$ cat src/rtl/lvg_pkg.sv
// Shared opcodes, FSM states and instruction payload for the lvg matmul sequencer.
package lvg_pkg;

    localparam int unsigned LVG_CNT_W = 6;
    localparam int unsigned OPC_W     = 8;
    localparam int unsigned ADDR_W    = 8;

    localparam logic [OPC_W-1:0] OP_NOP   = 8'd0;
    localparam logic [OPC_W-1:0] OP_LOADL = 8'd1;
    localparam logic [OPC_W-1:0] OP_LOADR = 8'd2;
    localparam logic [OPC_W-1:0] OP_MM    = 8'd3;
    localparam logic [OPC_W-1:0] OP_MMA   = 8'd4;
    localparam logic [OPC_W-1:0] OP_MMR   = 8'd5;

    typedef enum logic [2:0] {
        IDLE,
        LOAD,
        CLEAR,
        RUN,
        DONE
    } state_e;

    typedef struct packed {
        logic [ADDR_W-1:0] addr;
        logic [OPC_W-1:0]  opcode;
    } instr_t;

endpackage

$ cat src/rtl/lvg_sequencer_if.sv
// Host instruction handshake plus engine control outputs of the lvg sequencer.
interface lvg_sequencer_if #(
    parameter int unsigned CNT_W = lvg_pkg::LVG_CNT_W
) ();

    logic                       instr_valid;
    logic                       instr_ready;
    lvg_pkg::instr_t            instr;
    logic                       load_l;
    logic                       load_r;
    logic                       sys_rst;
    logic [CNT_W-1:0]           sys_count;
    logic [CNT_W-1:0]           dis_count;
    logic [CNT_W-1:0]           agg_count;
    logic                       add_en;
    logic                       act_en;
    logic [lvg_pkg::ADDR_W-1:0] exec_addr;
    logic                       busy;
    logic                       done;
    logic                       err;

    modport master (
        output instr_valid, instr,
        input  instr_ready, load_l, load_r, sys_rst, sys_count, dis_count, agg_count,
        input  add_en, act_en, exec_addr, busy, done, err
    );

    modport slave (
        input  instr_valid, instr,
        output instr_ready, load_l, load_r, sys_rst, sys_count, dis_count, agg_count,
        output add_en, act_en, exec_addr, busy, done, err
    );

endinterface

$ cat src/rtl/lvg_count_delay.sv
// Two-deep count delay line; tap2_i selects a 2-cycle delay instead of 1 (relu register).
module lvg_count_delay #(
    parameter int unsigned CNT_W = 6
) (
    input  logic             clk,
    input  logic             rst,
    input  logic             tap2_i,
    input  logic [CNT_W-1:0] din_i,
    output logic [CNT_W-1:0] dout_o
);

    logic [CNT_W-1:0] stage_q;
    logic [CNT_W-1:0] dout_q;

    always_ff @(posedge clk) begin
        if (rst) begin
            stage_q <= '0;
            dout_q  <= '0;
        end else begin
            stage_q <= din_i;
            dout_q  <= tap2_i ? stage_q : din_i;
        end
    end

    assign dout_o = dout_q;

endmodule

$ cat src/rtl/lvg_sequencer.sv
// Central control FSM of the lvg matmul engine: decodes one instruction at a time and
// drives dripper loads, array clear and the array/dispatch/aggregate step counters.
module lvg_sequencer
    import lvg_pkg::*;
#(
    parameter int unsigned CNT_W   = LVG_CNT_W,
    parameter int unsigned DIM     = 4,
    parameter int unsigned SYS_LAT = 5
) (
    input logic           clk,
    input logic           rst,
    lvg_sequencer_if.slave bus
);

    localparam logic [CNT_W-1:0] CNT_MAX  = {CNT_W{1'b1}};
    localparam logic [CNT_W-1:0] DIS_LO   = CNT_W'(SYS_LAT);
    localparam logic [CNT_W-1:0] DIS_HI   = CNT_W'(SYS_LAT + DIM);
    localparam logic [CNT_W-1:0] DIS_OFS  = CNT_W'(SYS_LAT - 1);
    localparam logic [CNT_W-1:0] LAST_MM  = CNT_W'(SYS_LAT + DIM + 1);
    localparam logic [CNT_W-1:0] LAST_MMR = CNT_W'(SYS_LAT + DIM + 2);

    state_e              state_q, state_d;
    logic                load_l_q, load_l_d;
    logic                load_r_q, load_r_d;
    logic                sys_rst_q, sys_rst_d;
    logic [CNT_W-1:0]    sys_count_q, sys_count_d;
    logic [CNT_W-1:0]    dis_count_q, dis_count_d;
    logic                add_en_q, add_en_d;
    logic                act_en_q, act_en_d;
    logic [ADDR_W-1:0]   exec_addr_q, exec_addr_d;
    logic                busy_q, busy_d;
    logic                done_q, done_d;
    logic                err_q, err_d;
    logic                accept_c;
    logic [CNT_W-1:0]    sys_inc_c;
    logic [CNT_W-1:0]    last_step_c;
    logic [CNT_W-1:0]    agg_count;

    assign bus.instr_ready = (state_q == IDLE) && !rst;
    assign accept_c        = bus.instr_valid && bus.instr_ready;
    assign sys_inc_c       = (sys_count_q == CNT_MAX) ? CNT_MAX : sys_count_q + CNT_W'(1);
    // Relu adds one register stage before the aggregator, so the run lasts one cycle longer.
    assign last_step_c     = act_en_q ? LAST_MMR : LAST_MM;

    always_ff @(posedge clk) begin
        if (rst) begin
            state_q     <= IDLE;
            load_l_q    <= 1'b0;
            load_r_q    <= 1'b0;
            sys_rst_q   <= 1'b0;
            sys_count_q <= '0;
            dis_count_q <= '0;
            add_en_q    <= 1'b0;
            act_en_q    <= 1'b0;
            exec_addr_q <= '0;
            busy_q      <= 1'b0;
            done_q      <= 1'b0;
            err_q       <= 1'b0;
        end else begin
            state_q     <= state_d;
            load_l_q    <= load_l_d;
            load_r_q    <= load_r_d;
            sys_rst_q   <= sys_rst_d;
            sys_count_q <= sys_count_d;
            dis_count_q <= dis_count_d;
            add_en_q    <= add_en_d;
            act_en_q    <= act_en_d;
            exec_addr_q <= exec_addr_d;
            busy_q      <= busy_d;
            done_q      <= done_d;
            err_q       <= err_d;
        end
    end

    always_comb begin
        state_d     = state_q;
        load_l_d    = 1'b0;
        load_r_d    = 1'b0;
        sys_rst_d   = 1'b0;
        sys_count_d = sys_count_q;
        dis_count_d = '0;
        add_en_d    = add_en_q;
        act_en_d    = act_en_q;
        exec_addr_d = exec_addr_q;
        done_d      = 1'b0;
        err_d       = 1'b0;

        case (state_q)
            IDLE: begin
                sys_count_d = '0;
                add_en_d    = 1'b0;
                act_en_d    = 1'b0;
                if (accept_c) begin
                    exec_addr_d = bus.instr.addr;
                    case (bus.instr.opcode)
                        OP_NOP: ;
                        OP_LOADL: begin
                            state_d  = LOAD;
                            load_l_d = 1'b1;
                        end
                        OP_LOADR: begin
                            state_d  = LOAD;
                            load_r_d = 1'b1;
                        end
                        OP_MM, OP_MMA, OP_MMR: begin
                            state_d     = CLEAR;
                            sys_rst_d   = 1'b1;
                            sys_count_d = CNT_W'(1);
                            add_en_d    = (bus.instr.opcode != OP_MM);
                            act_en_d    = (bus.instr.opcode == OP_MMR);
                        end
                        default: err_d = 1'b1;
                    endcase
                end
            end
            LOAD: state_d = IDLE;
            CLEAR, RUN: begin
                state_d     = RUN;
                sys_count_d = sys_inc_c;
                // Registered dispatch step tracks the array step it will sit beside.
                if ((sys_count_q >= DIS_LO) && (sys_count_q < DIS_HI)) begin
                    dis_count_d = sys_count_q - DIS_OFS;
                end
                if (sys_count_q == last_step_c) begin
                    state_d     = DONE;
                    done_d      = 1'b1;
                    sys_count_d = '0;
                    dis_count_d = '0;
                    add_en_d    = 1'b0;
                    act_en_d    = 1'b0;
                end
            end
            DONE: state_d = IDLE;
            default: state_d = IDLE;
        endcase

        busy_d = (state_d != IDLE);
    end

    lvg_count_delay #(
        .CNT_W (CNT_W)
    ) u_agg_delay (
        .clk    (clk),
        .rst    (rst),
        .tap2_i (act_en_q),
        .din_i  (dis_count_q),
        .dout_o (agg_count)
    );

    assign bus.load_l    = load_l_q;
    assign bus.load_r    = load_r_q;
    assign bus.sys_rst   = sys_rst_q;
    assign bus.sys_count = sys_count_q;
    assign bus.dis_count = dis_count_q;
    assign bus.agg_count = agg_count;
    assign bus.add_en    = add_en_q;
    assign bus.act_en    = act_en_q;
    assign bus.exec_addr = exec_addr_q;
    assign bus.busy      = busy_q;
    assign bus.done      = done_q;
    assign bus.err       = err_q;

endmodule

$ cat src/flat_wrapper.sv
// flat-port wrapper written by rule: the top's interface ports become plain ports
module lvg_sequencer_flat import lvg_pkg::*;
#(
    parameter int unsigned CNT_W   = LVG_CNT_W,
    parameter int unsigned DIM     = 4,
    parameter int unsigned SYS_LAT = 5
)
  (clk, rst, bus_instr_valid, bus_instr, bus_instr_ready, bus_load_l, bus_load_r, bus_sys_rst, bus_sys_count, bus_dis_count, bus_agg_count, bus_add_en, bus_act_en, bus_exec_addr, bus_busy, bus_done, bus_err);
  lvg_sequencer_if #(.CNT_W(CNT_W)) bus_i ();
  input logic clk;
  input logic rst;
  input wire logic [$bits(bus_i.instr_valid)-1:0] bus_instr_valid;
  input wire logic [$bits(bus_i.instr)-1:0] bus_instr;
  output wire logic [$bits(bus_i.instr_ready)-1:0] bus_instr_ready;
  output wire logic [$bits(bus_i.load_l)-1:0] bus_load_l;
  output wire logic [$bits(bus_i.load_r)-1:0] bus_load_r;
  output wire logic [$bits(bus_i.sys_rst)-1:0] bus_sys_rst;
  output wire logic [$bits(bus_i.sys_count)-1:0] bus_sys_count;
  output wire logic [$bits(bus_i.dis_count)-1:0] bus_dis_count;
  output wire logic [$bits(bus_i.agg_count)-1:0] bus_agg_count;
  output wire logic [$bits(bus_i.add_en)-1:0] bus_add_en;
  output wire logic [$bits(bus_i.act_en)-1:0] bus_act_en;
  output wire logic [$bits(bus_i.exec_addr)-1:0] bus_exec_addr;
  output wire logic [$bits(bus_i.busy)-1:0] bus_busy;
  output wire logic [$bits(bus_i.done)-1:0] bus_done;
  output wire logic [$bits(bus_i.err)-1:0] bus_err;
  assign bus_i.instr_valid = bus_instr_valid;
  assign bus_i.instr = bus_instr;
  assign bus_instr_ready = bus_i.instr_ready;
  assign bus_load_l = bus_i.load_l;
  assign bus_load_r = bus_i.load_r;
  assign bus_sys_rst = bus_i.sys_rst;
  assign bus_sys_count = bus_i.sys_count;
  assign bus_dis_count = bus_i.dis_count;
  assign bus_agg_count = bus_i.agg_count;
  assign bus_add_en = bus_i.add_en;
  assign bus_act_en = bus_i.act_en;
  assign bus_exec_addr = bus_i.exec_addr;
  assign bus_busy = bus_i.busy;
  assign bus_done = bus_i.done;
  assign bus_err = bus_i.err;
  lvg_sequencer #(.CNT_W(CNT_W), .DIM(DIM), .SYS_LAT(SYS_LAT)) u_core (.clk(clk), .rst(rst), .bus(bus_i));
endmodule
$ cat config.mk
export PLATFORM = sky130hd
export DESIGN_NAME = lvg_sequencer_flat
export DESIGN_NICKNAME = d
export VERILOG_FILES = /design/src/rtl/lvg_pkg.sv /design/src/rtl/lvg_sequencer_if.sv /design/src/rtl/lvg_count_delay.sv /design/src/rtl/lvg_sequencer.sv /design/src/flat_wrapper.sv
export SDC_FILE = /design/constraint.sdc
export NUM_CORES = 1
export LEC_CHECK = 0
export ABC_CLOCK_PERIOD_IN_PS = 2700
export CAP_MARGIN = 30
export CORE_MARGIN = 2
export CORE_UTILIZATION = 49
export CTS_BUF_LIST = sky130_fd_sc_hd__clkbuf_16
export CTS_CLUSTER_DIAMETER = 120
export DETAILED_ROUTE_END_ITERATION = 16
export PLACE_DENSITY = 0.84
export SYNTH_ARGS = -nofsm -noshare
export SYNTH_HDL_FRONTEND = slang
export SYNTH_SLANG_ARGS = --single-unit
export TNS_END_PERCENT = 5
$ cat constraint.sdc
create_clock -name clk -period 2.7 [get_ports clk]
set_input_delay 0.405 -clock clk [delete_from_list [all_inputs] [get_ports clk]]
set_output_delay 0.405 -clock clk [all_outputs]
set_load 0.1 [all_outputs]
==> impl_metrics.ini <==
[run_status]
status = complete, no violations

[yosys]
top_post_synthesis_cells_by_count = 43 x sky130_fd_sc_hd__dfxtp_1, 23 x sky130_fd_sc_hd__nand2_1, 18 x sky130_fd_sc_hd__nor2_1
synth-edff-count = 0
synthDominantAreaCellType = sky130_fd_sc_hd__dfxtp_1
ys_seq_elements = 43
synth_area_mm2 = 0.00172
ys_dominant_reg_cell = sky130_fd_sc_hd__dfxtp_1
yosysWarnings = 0
synth.net_count = 212
post_synth.cell_area_avg_um2 = 9.26
ys_seq_area_frac = 0.500
netlist.area_leader.share = 0.500
synthArstFlopShare = 0
post_synth_main_area_contributors = sky130_fd_sc_hd__dfxtp_1 50%, sky130_fd_sc_hd__ha_1 5.1%, sky130_fd_sc_hd__nand2_1 5.0%
yosys.cell_types.count = 36
synth_cells = 186
synth_most_common_cell = sky130_fd_sc_hd__dfxtp_1

[grt]
grt.met2_usage = 0.297
globalRouteMet1Util = 0.253
top_usage_layer = met2
gr-usage-all-layers = 0.193
antenna_found_initial = 0
grt.overflow.total = 0
vias_in_the_first_global_route = 1277
first_pass_grt_wire_length_um = 6050
grt_start_max_net_pins = 36
global_route.usage.met3 = 0.0696

[cts]
post_cts_resize_count = 0
insertion_delay_ns = 0.28
clockBufferDepth = 2
cts_hold_buffers = 0
cts_inserted_buffers = 5
cts_max_level = 2
root_buffer = sky130_fd_sc_hd__clkbuf_16
cts_post_setup_buffers_inserted = 0
cts.sinks = 43
cts_tree = built
clk_pin_slew_ns = 0.06

[final_layout]
final.fill_count = 284
areaGrowthSynthToFinish_pct = 37.1
post_route_cells_drive_above_1_share = 0.191
final_cells = 287
final_nets = 266
diodes = 0

[pwr]
design_power_total_mw = 1.38
internal-power_mw = 1.03
relative_contribution_of_sequential_cells_to_total_power = 0.472
switching_share = 0.251
p_per_area_mw_per_mm2 = 584
power.static_leakage_nw = 1.00
clkPwrFrac = 0.412
total_switching_power_uw = 345
worst_ir_drop_vdd_v = 0.000482
pwr-share-comb = 0.116

[floorplanning]
core_area_mm2 = 0.00336
floorplan.die_area_mm2 = 0.00400
start_util = 0.512
dieHeight_um = 63.3
chipWidth_um = 63.3
io_pins = 54
floorplan.rows = 21

[sta]
tightest_slew_margin_relative_to_the_limit = 0.691
worst_pin_slew_ns = 0.464
period_needed_ns = 1.96
maxClockFrequency_mhz = 511
grt_setup_unrepaired = false
timing.final.setup_violations = 0
setup_ws_ns = 0.742
min_period_over_period = 0.725
fin_setup_tns_ns = 0
fin_skew_ns = 0.00300
final-hold-violation-count = 0
final_max_slew_viol_count = 0

[worst_setup_path]
worst_r2r_startpoint = u_core.bus.sys_count[2]
critical_path_cell_count = 6
worstPathBufferInverterCount = 1
cpMaxStageDelayCell = sky130_fd_sc_hd__dfxtp_1
worst_setup_path_startpoint = u_core.bus.sys_count[2]
critical_path.max_fanout = 10
timing.setup.critical_path_class = flop to flop
end_kind = flop
cpPeakStageDelay_ns = 0.52
critPathLaunchType = flop
crit_chain = inv_1 -> ha_1 -> nor4bb_1 -> a21oi_1 -> nand4b_1 -> nor2_1
worst_r2r_path_depth = 6
cpLargestDelayFamily = simple AND/OR/NAND/NOR gates
critical_path_arrival_ns = 2.17
timing.critical_path.required_ns = 2.91

[placed_design]
gp_congestion = 0.822
dpl.hpwl_um = 2560
port-buffer-count = 53
pre_cts_slack_ns = 0.613
dpl.cell_count = 279

[route]
detail_route.wl_per_cell_um = 12.6
detail_route.first_pass.iterations = 4
first_iter_violations = 87
detailroute.via_count = 1452
postRouteAntennaNets = 0
post_drt_via_cell_ratio = 5.06
wl_um = 3610
drc = 0

[hold_path]
min-delay-start = u_core.u_agg_delay.stage_q[4]
hold-path-cell-count = 2
hold_path.class = flop to flop

[run]
max_cap_violations = 0
-- stage by stage --
stage / instance area, um^2 / util / hold WS, ns
finish: 2360 / 0.702 / 0.470
global route: 2360 / 0.702 / 0.493
CTS: 2360 / 0.702 / 0.478
detailed placement: 2220 / 0.660 / 0.461
global placement: 2220 / 0.660 / 0.444
floorplan: 1720 / - / 0.440
-- area by class of cell --
class | count | area, um^2 | share of cell area
clock buffers | 5 | 125 | 0.0530
clock inverters | 3 | 16.3 | 0.00689
inverters | 8 | 30.0 | 0.0127
multi-input cells | 127 | 800 | 0.339
flip-flops and latches | 43 | 861 | 0.365
well taps | 46 | 57.6 | 0.0244
repair buffers | 55 | 470 | 0.199
-- flip-flops by register name, summed over array words and instances (netlist names) --
signal,flops
u_core.bus.load_l,1
u_core.bus.add_en,1
u_core.bus.dis_count,6
u_core.u_agg_delay.stage_q,6
u_core.u_agg_delay.dout_o,6
u_core.bus.act_en,1
u_core.bus.done,1
u_core.bus.load_r,1
u_core.bus.busy,1
u_core.bus.err,1
u_core.state_q,3
u_core.bus.sys_rst,1
u_core.bus.exec_addr,8
u_core.bus.sys_count,6
-- worst reg2reg max path: stages (launching register included) --
cell and delay, ns:
sky130_fd_sc_hd__dfxtp_1 0.52, sky130_fd_sc_hd__inv_1 0.14, sky130_fd_sc_hd__ha_1 0.23, sky130_fd_sc_hd__nor4bb_1 0.14, sky130_fd_sc_hd__a21oi_1 0.40, sky130_fd_sc_hd__nand4b_1 0.31, sky130_fd_sc_hd__nor2_1 0.16
-- logic make-up (layout without fill, tap and decap cells) --
group / after synthesis / in the layout / synth area share
flops: 43 / 43 / 0.500
mux: 6 / 6 / 0.0349
compound gates: 26 / 26 / 0.0916
fa+ha+maj: 7 / 7 / 0.0509
buf+inv: 16 / 71 / 0.0356
simple gates: 84 / 84 / 0.267
xor+xnor: 4 / 4 / 0.0203
-- path summary, 6_finish.rpt --
| check | end | slack, ns |
|---|---|---|
| worst min register to register | u_core.u_agg_delay.dout_o[4] | 0.47 |
| worst max-delay path | u_core.bus.dis_count[4] | 0.74 |
| worst max register to register | u_core.bus.dis_count[4] | 0.74 |
| worst min-delay path | u_core.u_agg_delay.dout_o[4] | 0.47 |
-- cell usage in the layout, fill, tap and decap left out, types with 2 or more instances in the layout --
cell type	netlist	routed
sky130_fd_sc_hd__a21oi_1	8	8
sky130_fd_sc_hd__a31oi_1	4	4
sky130_fd_sc_hd__buf_4	0	36
sky130_fd_sc_hd__clkbuf_16	0	5
sky130_fd_sc_hd__clkdlybuf4s50_1	0	18
sky130_fd_sc_hd__dfxtp_1	43	43
sky130_fd_sc_hd__ha_1	7	7
sky130_fd_sc_hd__inv_1	8	9
sky130_fd_sc_hd__mux2i_1	6	6
sky130_fd_sc_hd__nand2_1	23	23
sky130_fd_sc_hd__nand2b_1	6	6
sky130_fd_sc_hd__nand3_1	2	2
sky130_fd_sc_hd__nand3b_1	8	8
sky130_fd_sc_hd__nand4_1	2	2
sky130_fd_sc_hd__nor2_1	18	18
sky130_fd_sc_hd__nor2b_1	7	7
sky130_fd_sc_hd__nor3_1	6	6
sky130_fd_sc_hd__nor4b_1	2	2
sky130_fd_sc_hd__o21ai_0	7	7
sky130_fd_sc_hd__or3_1	2	2
sky130_fd_sc_hd__xnor2_1	4	4
-- metal layers --
layer  routed length (um)  up-vias
met5                    0        -
met4                   23        0
met3                  183        2
met2                 1750       42
met1                 1660      664
li1                     -      744
-- power groups by stage --
stage / clock [mW] / combinational (mW) / sequential (mW)
after global placement: 0 / 0.160 / 0.664
after detailed placement: 0 / 0.161 / 0.664
after global routing: 0.618 / 0.168 / 0.651
after CTS: 0.574 / 0.161 / 0.650
after floorplan: 0 / 0.0337 / 0.735
final: 0.567 / 0.160 / 0.650
Power figures use the tool's default switching activity.
